File: src/rtl/stopwatch_pkg.sv
// stopwatch_pkg: types and constants shared by the stopwatch core and its
// BCD digit cells.
//   sw_state_e  - control state (IDLE / RUN / PAUSE)
//   DIGIT_MAX_* - roll-over values for decimal and base-6 digits
package stopwatch_pkg;

    typedef enum logic [1:0] {
        ST_IDLE  = 2'd0,
        ST_RUN   = 2'd1,
        ST_PAUSE = 2'd2
    } sw_state_e;

    localparam logic [3:0] DIGIT_MAX_9 = 4'd9;
    localparam logic [3:0] DIGIT_MAX_5 = 4'd5;

endpackage

File: src/rtl/stopwatch_core_bcd_digit.sv
// bcd_digit: one BCD counter digit, 0..MAX, with synchronous clear.
// Ports:
//   clkin  - system clock
//   rst_n  - asynchronous active-low reset
//   clr    - synchronous clear to 0 (wins over inc)
//   inc    - increment enable (carry-in)
//   q      - current digit value
//   carry  - carry-out, high when incrementing from MAX
module bcd_digit
    import stopwatch_pkg::*;
#(
    parameter logic [3:0] MAX = DIGIT_MAX_9
) (
    input  logic       clkin,
    input  logic       rst_n,
    input  logic       clr,
    input  logic       inc,
    output logic [3:0] q,
    output logic       carry
);

    logic [3:0] q_q;
    logic [3:0] q_d;

    always_comb begin
        q_d = q_q;
        if (clr) begin
            q_d = '0;
        end else if (inc) begin
            q_d = (q_q == MAX) ? 4'd0 : q_q + 4'd1;
        end
    end

    always_ff @(posedge clkin or negedge rst_n) begin
        if (!rst_n) begin
            q_q <= '0;
        end else begin
            q_q <= q_d;
        end
    end

    assign q     = q_q;
    assign carry = inc & (q_q == MAX);

endmodule

File: src/rtl/stopwatch_core.sv
// stopwatch_core: centisecond stopwatch (BCD mm:ss.cc) counting rising
// edges of the 100 Hz divider output, controlled by start/stop and clear
// keys. Drives the divider enable.
// Optional feature macro: STOPWATCH_LAP_EN adds key_lap and a display hold.
// Ports:
//   clkin   - system clock
//   rst_n   - asynchronous active-low reset
//   tick_in - divider output; each rising edge is one centisecond
//   key_ss  - start/stop key (debounced level)
//   key_clr - clear key (debounced level)
//   key_lap - lap key (STOPWATCH_LAP_EN only)
//   gen_en  - divider enable, high in RUN
//   cs_bcd  - centiseconds, 2 BCD digits
//   sec_bcd - seconds, 2 BCD digits
//   min_bcd - minutes, 2 BCD digits
//   running - high in RUN
//   ovf     - one-cycle pulse on wrap 59:59.99 -> 00:00.00
module stopwatch_core
    import stopwatch_pkg::*;
#(
    parameter int unsigned TICK_HZ = 100
) (
    input  logic       clkin,
    input  logic       rst_n,
    input  logic       tick_in,
    input  logic       key_ss,
    input  logic       key_clr,
`ifdef STOPWATCH_LAP_EN
    input  logic       key_lap,
`endif
    output logic       gen_en,
    output logic [7:0] cs_bcd,
    output logic [7:0] sec_bcd,
    output logic [7:0] min_bcd,
    output logic       running,
    output logic       ovf
);

    // TICK_HZ is informational; counting always assumes 0.01 s per tick.
    if (TICK_HZ == 0) begin : g_bad_tick_hz
        $error("stopwatch_core: TICK_HZ must be non-zero");
    end

    logic tick_q, ss_q, clr_q;
    logic tick_rise, ss_rise, clr_rise;

    always_ff @(posedge clkin or negedge rst_n) begin
        if (!rst_n) begin
            tick_q <= 1'b0;
            ss_q   <= 1'b0;
            clr_q  <= 1'b0;
        end else begin
            tick_q <= tick_in;
            ss_q   <= key_ss;
            clr_q  <= key_clr;
        end
    end

    assign tick_rise = tick_in & ~tick_q;
    assign ss_rise   = key_ss  & ~ss_q;
    assign clr_rise  = key_clr & ~clr_q;

    sw_state_e state_q, state_d;
    logic      run_q, ovf_q;
    logic      count_en;
    logic [5:0] cy;
    logic [3:0] cs0, cs1, s0, s1, m0, m1;

    always_comb begin
        state_d = state_q;
        if (clr_rise) begin
            state_d = ST_IDLE;
        end else if (ss_rise) begin
            case (state_q)
                ST_IDLE:  state_d = ST_RUN;
                ST_RUN:   state_d = ST_PAUSE;
                ST_PAUSE: state_d = ST_RUN;
                default:  state_d = ST_IDLE;
            endcase
        end
    end

    always_ff @(posedge clkin or negedge rst_n) begin
        if (!rst_n) begin
            state_q <= ST_IDLE;
            run_q   <= 1'b0;
            ovf_q   <= 1'b0;
        end else begin
            state_q <= state_d;
            run_q   <= (state_d == ST_RUN);
            ovf_q   <= cy[5];
        end
    end

    // The tick is judged against the current state, so tick+ss in RUN is
    // counted before pausing, while tick+ss in IDLE/PAUSE is not.
    assign count_en = tick_rise & ~clr_rise & (state_q == ST_RUN);

    bcd_digit #(.MAX(DIGIT_MAX_9)) u_cs0 (
        .clkin(clkin), .rst_n(rst_n), .clr(clr_rise), .inc(count_en), .q(cs0), .carry(cy[0]));
    bcd_digit #(.MAX(DIGIT_MAX_9)) u_cs1 (
        .clkin(clkin), .rst_n(rst_n), .clr(clr_rise), .inc(cy[0]),    .q(cs1), .carry(cy[1]));
    bcd_digit #(.MAX(DIGIT_MAX_9)) u_sec0 (
        .clkin(clkin), .rst_n(rst_n), .clr(clr_rise), .inc(cy[1]),    .q(s0),  .carry(cy[2]));
    bcd_digit #(.MAX(DIGIT_MAX_5)) u_sec1 (
        .clkin(clkin), .rst_n(rst_n), .clr(clr_rise), .inc(cy[2]),    .q(s1),  .carry(cy[3]));
    bcd_digit #(.MAX(DIGIT_MAX_9)) u_min0 (
        .clkin(clkin), .rst_n(rst_n), .clr(clr_rise), .inc(cy[3]),    .q(m0),  .carry(cy[4]));
    bcd_digit #(.MAX(DIGIT_MAX_5)) u_min1 (
        .clkin(clkin), .rst_n(rst_n), .clr(clr_rise), .inc(cy[4]),    .q(m1),  .carry(cy[5]));

    logic [23:0] live;
    logic [23:0] disp;

    assign live = {m1, m0, s1, s0, cs1, cs0};

`ifdef STOPWATCH_LAP_EN
    logic        lap_q, hold_q;
    logic        lap_rise;
    logic [23:0] held_q;

    assign lap_rise = key_lap & ~lap_q;

    always_ff @(posedge clkin or negedge rst_n) begin
        if (!rst_n) begin
            lap_q  <= 1'b0;
            hold_q <= 1'b0;
            held_q <= '0;
        end else begin
            lap_q <= key_lap;
            if (clr_rise) begin
                hold_q <= 1'b0;
            end else if (lap_rise && (state_q == ST_RUN)) begin
                hold_q <= ~hold_q;
                if (!hold_q) begin
                    held_q <= live;
                end
            end
        end
    end

    assign disp = hold_q ? held_q : live;
`else
    assign disp = live;
`endif

    assign cs_bcd  = disp[7:0];
    assign sec_bcd = disp[15:8];
    assign min_bcd = disp[23:16];
    assign gen_en  = run_q;
    assign running = run_q;
    assign ovf     = ovf_q;

endmodule
File: config.mk
export PLATFORM = sky130hd
export DESIGN_NAME = stopwatch_core
export DESIGN_NICKNAME = d
export VERILOG_FILES = /design/src/rtl/stopwatch_pkg.sv /design/src/rtl/stopwatch_core_bcd_digit.sv /design/src/rtl/stopwatch_core.sv
export SDC_FILE = /design/constraint.sdc
export NUM_CORES = 1
export LEC_CHECK = 0
export CELL_PAD_IN_SITES_DETAIL_PLACEMENT = 0
export CELL_PAD_IN_SITES_GLOBAL_PLACEMENT = 1
export CORE_UTILIZATION = 42
export CTS_BUF_LIST = sky130_fd_sc_hd__clkbuf_4 sky130_fd_sc_hd__clkbuf_8
export DETAILED_ROUTE_END_ITERATION = 12
export PLACE_DENSITY_LB_ADDON = 0.1
export SLEW_MARGIN = 10
export SYNTH_ARGS = -nofsm -noshare
export SYNTH_HDL_FRONTEND = slang
export SYNTH_SLANG_ARGS = --single-unit
File: constraint.sdc
create_clock -name clkin -period 1.9 [get_ports clkin]
set_input_delay 0.19 -clock clkin [delete_from_list [all_inputs] [get_ports clkin]]
set_output_delay 0.19 -clock clkin [all_outputs]
set_load 0.005 [all_outputs]
==> report_table.html <==
<table>
<tr><th>Metric</th><th>Value</th></tr>
<tr><th colspan="2">Synth</th></tr>
<tr><td>Synth unique cells</td><td>39</td></tr>
<tr><td>Count of flip-flops with a built-in enable after synthesis</td><td>0</td></tr>
<tr><td>Cells after Synth</td><td>177</td></tr>
<tr><td>Async set-reset flop share out of synthesis</td><td>1.000</td></tr>
<tr><td>Netlist area before placement</td><td>around 1800 sq um</td></tr>
<tr><td>Avg Inst Size Synth</td><td>around 10 sq um</td></tr>
<tr><td>Number of warnings printed during yosys synthesis</td><td>0</td></tr>
<tr><td>Register bit count reported by yosys</td><td>31</td></tr>
<tr><td>Top flip-flop cell by instance count after synthesis</td><td>dfrtp_1</td></tr>
<tr><td>Syn nets</td><td>slightly below 200</td></tr>
<tr><td>Share of synthesized area occupied by flip-flops and latches</td><td>0.4397</td></tr>
<tr><th colspan="2">CTS</th></tr>
<tr><td>Clock transition at the registers of the reported paths</td><td>approximately 0.070 ns</td></tr>
<tr><td>Maximum number of buffers from clock root to sink</td><td>2</td></tr>
<tr><td>Clock Tree Root</td><td>clkbuf_8</td></tr>
<tr><td>Clock tree from TritonCTS</td><td>yes</td></tr>
<tr><td>Clock network latency to the later pin of the worst-skew pair</td><td>0.29 ns</td></tr>
<tr><td>TritonCTS Sinks</td><td>31</td></tr>
<tr><td>Number of buffers inserted during clock tree synthesis</td><td>5</td></tr>
<tr><td>CTS H-Tree Depth</td><td>2</td></tr>
<tr><td>Count of hold-fix buffers inserted at cts</td><td>0</td></tr>
<tr><th colspan="2">Worst setup path</th></tr>
<tr><td>Worst Path Required</td><td>~2.1 ns</td></tr>
<tr><td>Kind of end point of the critical path</td><td>flop</td></tr>
<tr><td>Largest fanout on the critical path</td><td>7</td></tr>
<tr><td>Type of origin of the critical path</td><td>flop</td></tr>
<tr><td>Critical Setup Path Class</td><td>reg2reg</td></tr>
<tr><td>Arrival time reported for the critical path endpoint</td><td>1.98 ns</td></tr>
<tr><th colspan="2">Global routing</th></tr>
<tr><td>Maximum number of pins on one net before global-route repair</td><td>32</td></tr>
<tr><td>Antenna violations before repair</td><td>0</td></tr>
<tr><td>Vias in the first global route</td><td>1534</td></tr>
<tr><td>Total global routing track utilization</td><td>0.2129</td></tr>
<tr><td>GRT Residual Overflow</td><td>0</td></tr>
<tr><td>Wire length of the first global-routing pass</td><td>6975 um</td></tr>
<tr><th colspan="2">STA</th></tr>
<tr><td>Worst slew margin relative to its limit</td><td>0.7205</td></tr>
<tr><td>Final worst-path cycle share</td><td>0.9368</td></tr>
<tr><td>Final sum of negative setup slack</td><td>0 ns</td></tr>
<tr><td>Min Clock Period, post-route</td><td>1.780 ns</td></tr>
<tr><td>Number of pins exceeding their max-slew limit in the final report</td><td>0</td></tr>
<tr><td>Setup repair after global routing missed its margin</td><td>false</td></tr>
<tr><td>Setup-violating endpoint count in the final report</td><td>0</td></tr>
<tr><td>Transition time of the tightest slew-check pin</td><td>0.4193 ns</td></tr>
<tr><td>Highest clock rate</td><td>561.9 MHz</td></tr>
<tr><td>Fin Clk Skew</td><td>0.004315 ns</td></tr>
<tr><td>Final-report hold violation count</td><td>0</td></tr>
<tr><th colspan="2">Layout</th></tr>
<tr><td>Final #Nets</td><td>about 250</td></tr>
<tr><td>Final Instance Area</td><td>2379 sq um</td></tr>
<tr><td>Antenna cell count</td><td>0</td></tr>
<tr><td>Growth of design area from synthesis to finish</td><td>34.82%</td></tr>
<tr><td>Ratio of cells with drive above 1 in the final layout</td><td>0.1983</td></tr>
<tr><td>Layout filler cell count</td><td>366</td></tr>
<tr><th colspan="2">Run</th></tr>
<tr><td>Max-capacitance violation count</td><td>0</td></tr>
<tr><th colspan="2">Worst hold path</th></tr>
<tr><td>Worst hold-check path type</td><td>in2async</td></tr>
<tr><th colspan="2">Route</th></tr>
<tr><td>Final routed wirelength across all metal layers</td><td>4292 um</td></tr>
<tr><td>Post-route ant nets</td><td>0</td></tr>
<tr><td>Drt initial violations</td><td>130</td></tr>
<tr><td>Post-detailed-route wirelength per cell</td><td>15.22 um</td></tr>
<tr><td>DRC errors left</td><td>0</td></tr>
<tr><td>Vias after detailed routing</td><td>roughly 1.6k</td></tr>
<tr><td>Post-DR vias/cell</td><td>around 5.6</td></tr>
<tr><td>Count of TritonRoute iterations in the first routing pass</td><td>5</td></tr>
<tr><th colspan="2">Place</th></tr>
<tr><td>Count of buffers from port buffering</td><td>31</td></tr>
<tr><td>Post-DP HPWL</td><td>2951 um</td></tr>
<tr><td>Routability congestion estimate from global placement</td><td>0.7931</td></tr>
<tr><td>Placement Cell Area</td><td>about 2200 sq um</td></tr>
<tr><th colspan="2">Power and ir drop</th></tr>
<tr><td>Leakage component of the power</td><td>between 1 and 1.5 nW</td></tr>
<tr><td>VDD IR-drop max</td><td>0.2422 mV</td></tr>
<tr><td>Power per cell area</td><td>607.5 nW/um^2</td></tr>
<tr><th colspan="2">Floorplanning</th></tr>
<tr><td>IO Count</td><td>32</td></tr>
<tr><td>Horizontal die dimension</td><td>66.81 um</td></tr>
<tr><td>Effective utilization at floorplan</td><td>0.4379</td></tr>
<tr><td>Chip Height</td><td>66.81 um</td></tr>
<tr><td>Floorplan Core Area</td><td>between 4000 and 5000 sq um</td></tr>
<tr><td>Placement row count</td><td>23</td></tr>
<tr><td>Die area</td><td>4464 sq um</td></tr>
<tr><th colspan="2">Run status</th></tr>
<tr><td>Status</td><td>completed</td></tr>
</table>
-- synth_stat cells, types with 2 or more instances --
master	number	area, sq um
dfrtp_1	31	775.7
nor2_1	19	71.32
a21oi_1	15	75.07
nand2_1	13	48.80
ha_1	12	150.1
o21ai_0	9	45.04
inv_1	6	22.52
and3b_1	5	43.79
nand3_1	5	25.02
or3_1	5	31.28
buf_6	4	45.04
mux2i_1	4	40.04
nor2b_1	4	25.02
nor3_1	4	20.02
nor4_1	4	25.02
or4_1	4	30.03
buf_4	3	22.52
nand3b_1	3	22.52
o311ai_0	3	26.28
o41ai_1	3	26.28
clkbuf_1	2	7.510
o211ai_1	2	15.01
-- flip-flops by register name (all words and copies together) (netlist names) --
signal and count:
clr_q 1, u_cs1.q 4, ovf 1, u_min1.q 4
state_q 2, u_min0.q 4, u_sec1.q 4, u_sec0.q 4
gen_en 1, ss_q 1, u_cs0.q 4, tick_q 1
-- logic make-up after synthesis --
family / count (synthesis) / synth area share
and+or+nand+nor: 77 / 0.2624
AOI/OAI and AO/OA: 37 / 0.1298
DFF: 31 / 0.4397
buffers and inverters: 15 / 0.05532
adders and majority gates: 12 / 0.08510
muxes: 4 / 0.02270
xor gates and xnor gates: 1 / 0.004965
-- final cells by class --
class / count / area [sq um] / share of cell area
Tap cell: 50 / 62.56 / 0.02630
Inverter: 6 / 22.52 / 0.009469
Clock buffer: 8 / 103.9 / 0.04366
Multi-Input combinational cell: 132 / 923.4 / 0.3882
Timing Repair Buffer: 55 / 490.5 / 0.2062
Sequential cell: 31 / 775.7 / 0.3261
-- routing by layer --
layer,vias up,track usage,share of wire
li1,753,-,-
met1,770,0.2497,0.44
met2,47,0.3598,0.49
met3,8,0.05822,0.048
met4,0,0.09309,0.018
met5,-,0,0
-- worst max-delay path: stages (launching register included) --
cell and delay [ns]:
dfrtp_1 0.38, inv_1 0.05, ha_1 0.15, and3b_2 0.28
nand4_4 0.17, or4_1 0.50, a21oi_1 0.17
-- through the flow --
stage               setup WS, ns    util  total power [mW]  std cells  hold slack [ns]
floorplan                 0.2010       -            0.7812        177          -0.1056
global placement         0.03250  0.5491            0.8565        269           0.4938
detailed placement      -0.01150  0.5491            0.8598        269           0.4925
CTS                      0.02130  0.5748             1.460        277           0.3190
global route             0.01821  0.5904             1.507        282           0.3439
finish                    0.1202  0.5904             1.445        282           0.3056
-- repair_timing --
item / CTS / global route
gates resized for setup: 0 / 9
endpoints found under the setup margin: 0 / 8
buffers inserted: 0 / 4
-- worst paths after layout --
| kind | slack (ns) | depth (start not counted) | from | endpoint |
|---|---|---|---|---|
| max | 0.12 | 6 | u_sec0.q[1] | u_sec1.q[3] |
| min | 0.31 | 2 | rst_n | ovf |
| max reg2reg | 0.12 | 6 | u_sec0.q[1] | u_sec1.q[3] |
| min reg2reg | 0.51 | 1 | u_min1.q[3] | ovf |
| max in group asynchronous | 1.29 | 2 | rst_n | u_min0.q[1] |
| min in group clkin | 0.36 | 1 | key_ss | ss_q |
-- power breakdown --
group / switching, mW / internal [mW] / leakage, nW
Combinational: 0.0713 / 0.0782 / 0.565
Clock: 0.253 / 0.345 / 0.0549
Sequential: 0.0153 / 0.682 / 0.423
-- placed cells by master (no fill, tap or decap), types with 2 or more instances in the layout --
cell	n
a21oi_1	15
and3b_2	5
buf_4	24
clkbuf_8	7
clkdlybuf4s50_1	31
dfrtp_1	31
ha_1	12
inv_1	6
mux2i_1	4
nand2_1	13
nand3_1	5
nand3b_1	3
nor2_1	19
nor2b_1	4
nor3_1	4
nor4_1	4
o211ai_1	2
o21ai_0	9
o311ai_1	3
o41ai_1	2
or3_1	5
or4_1	4
No activity file was read; power rests on OpenSTA's default activity.
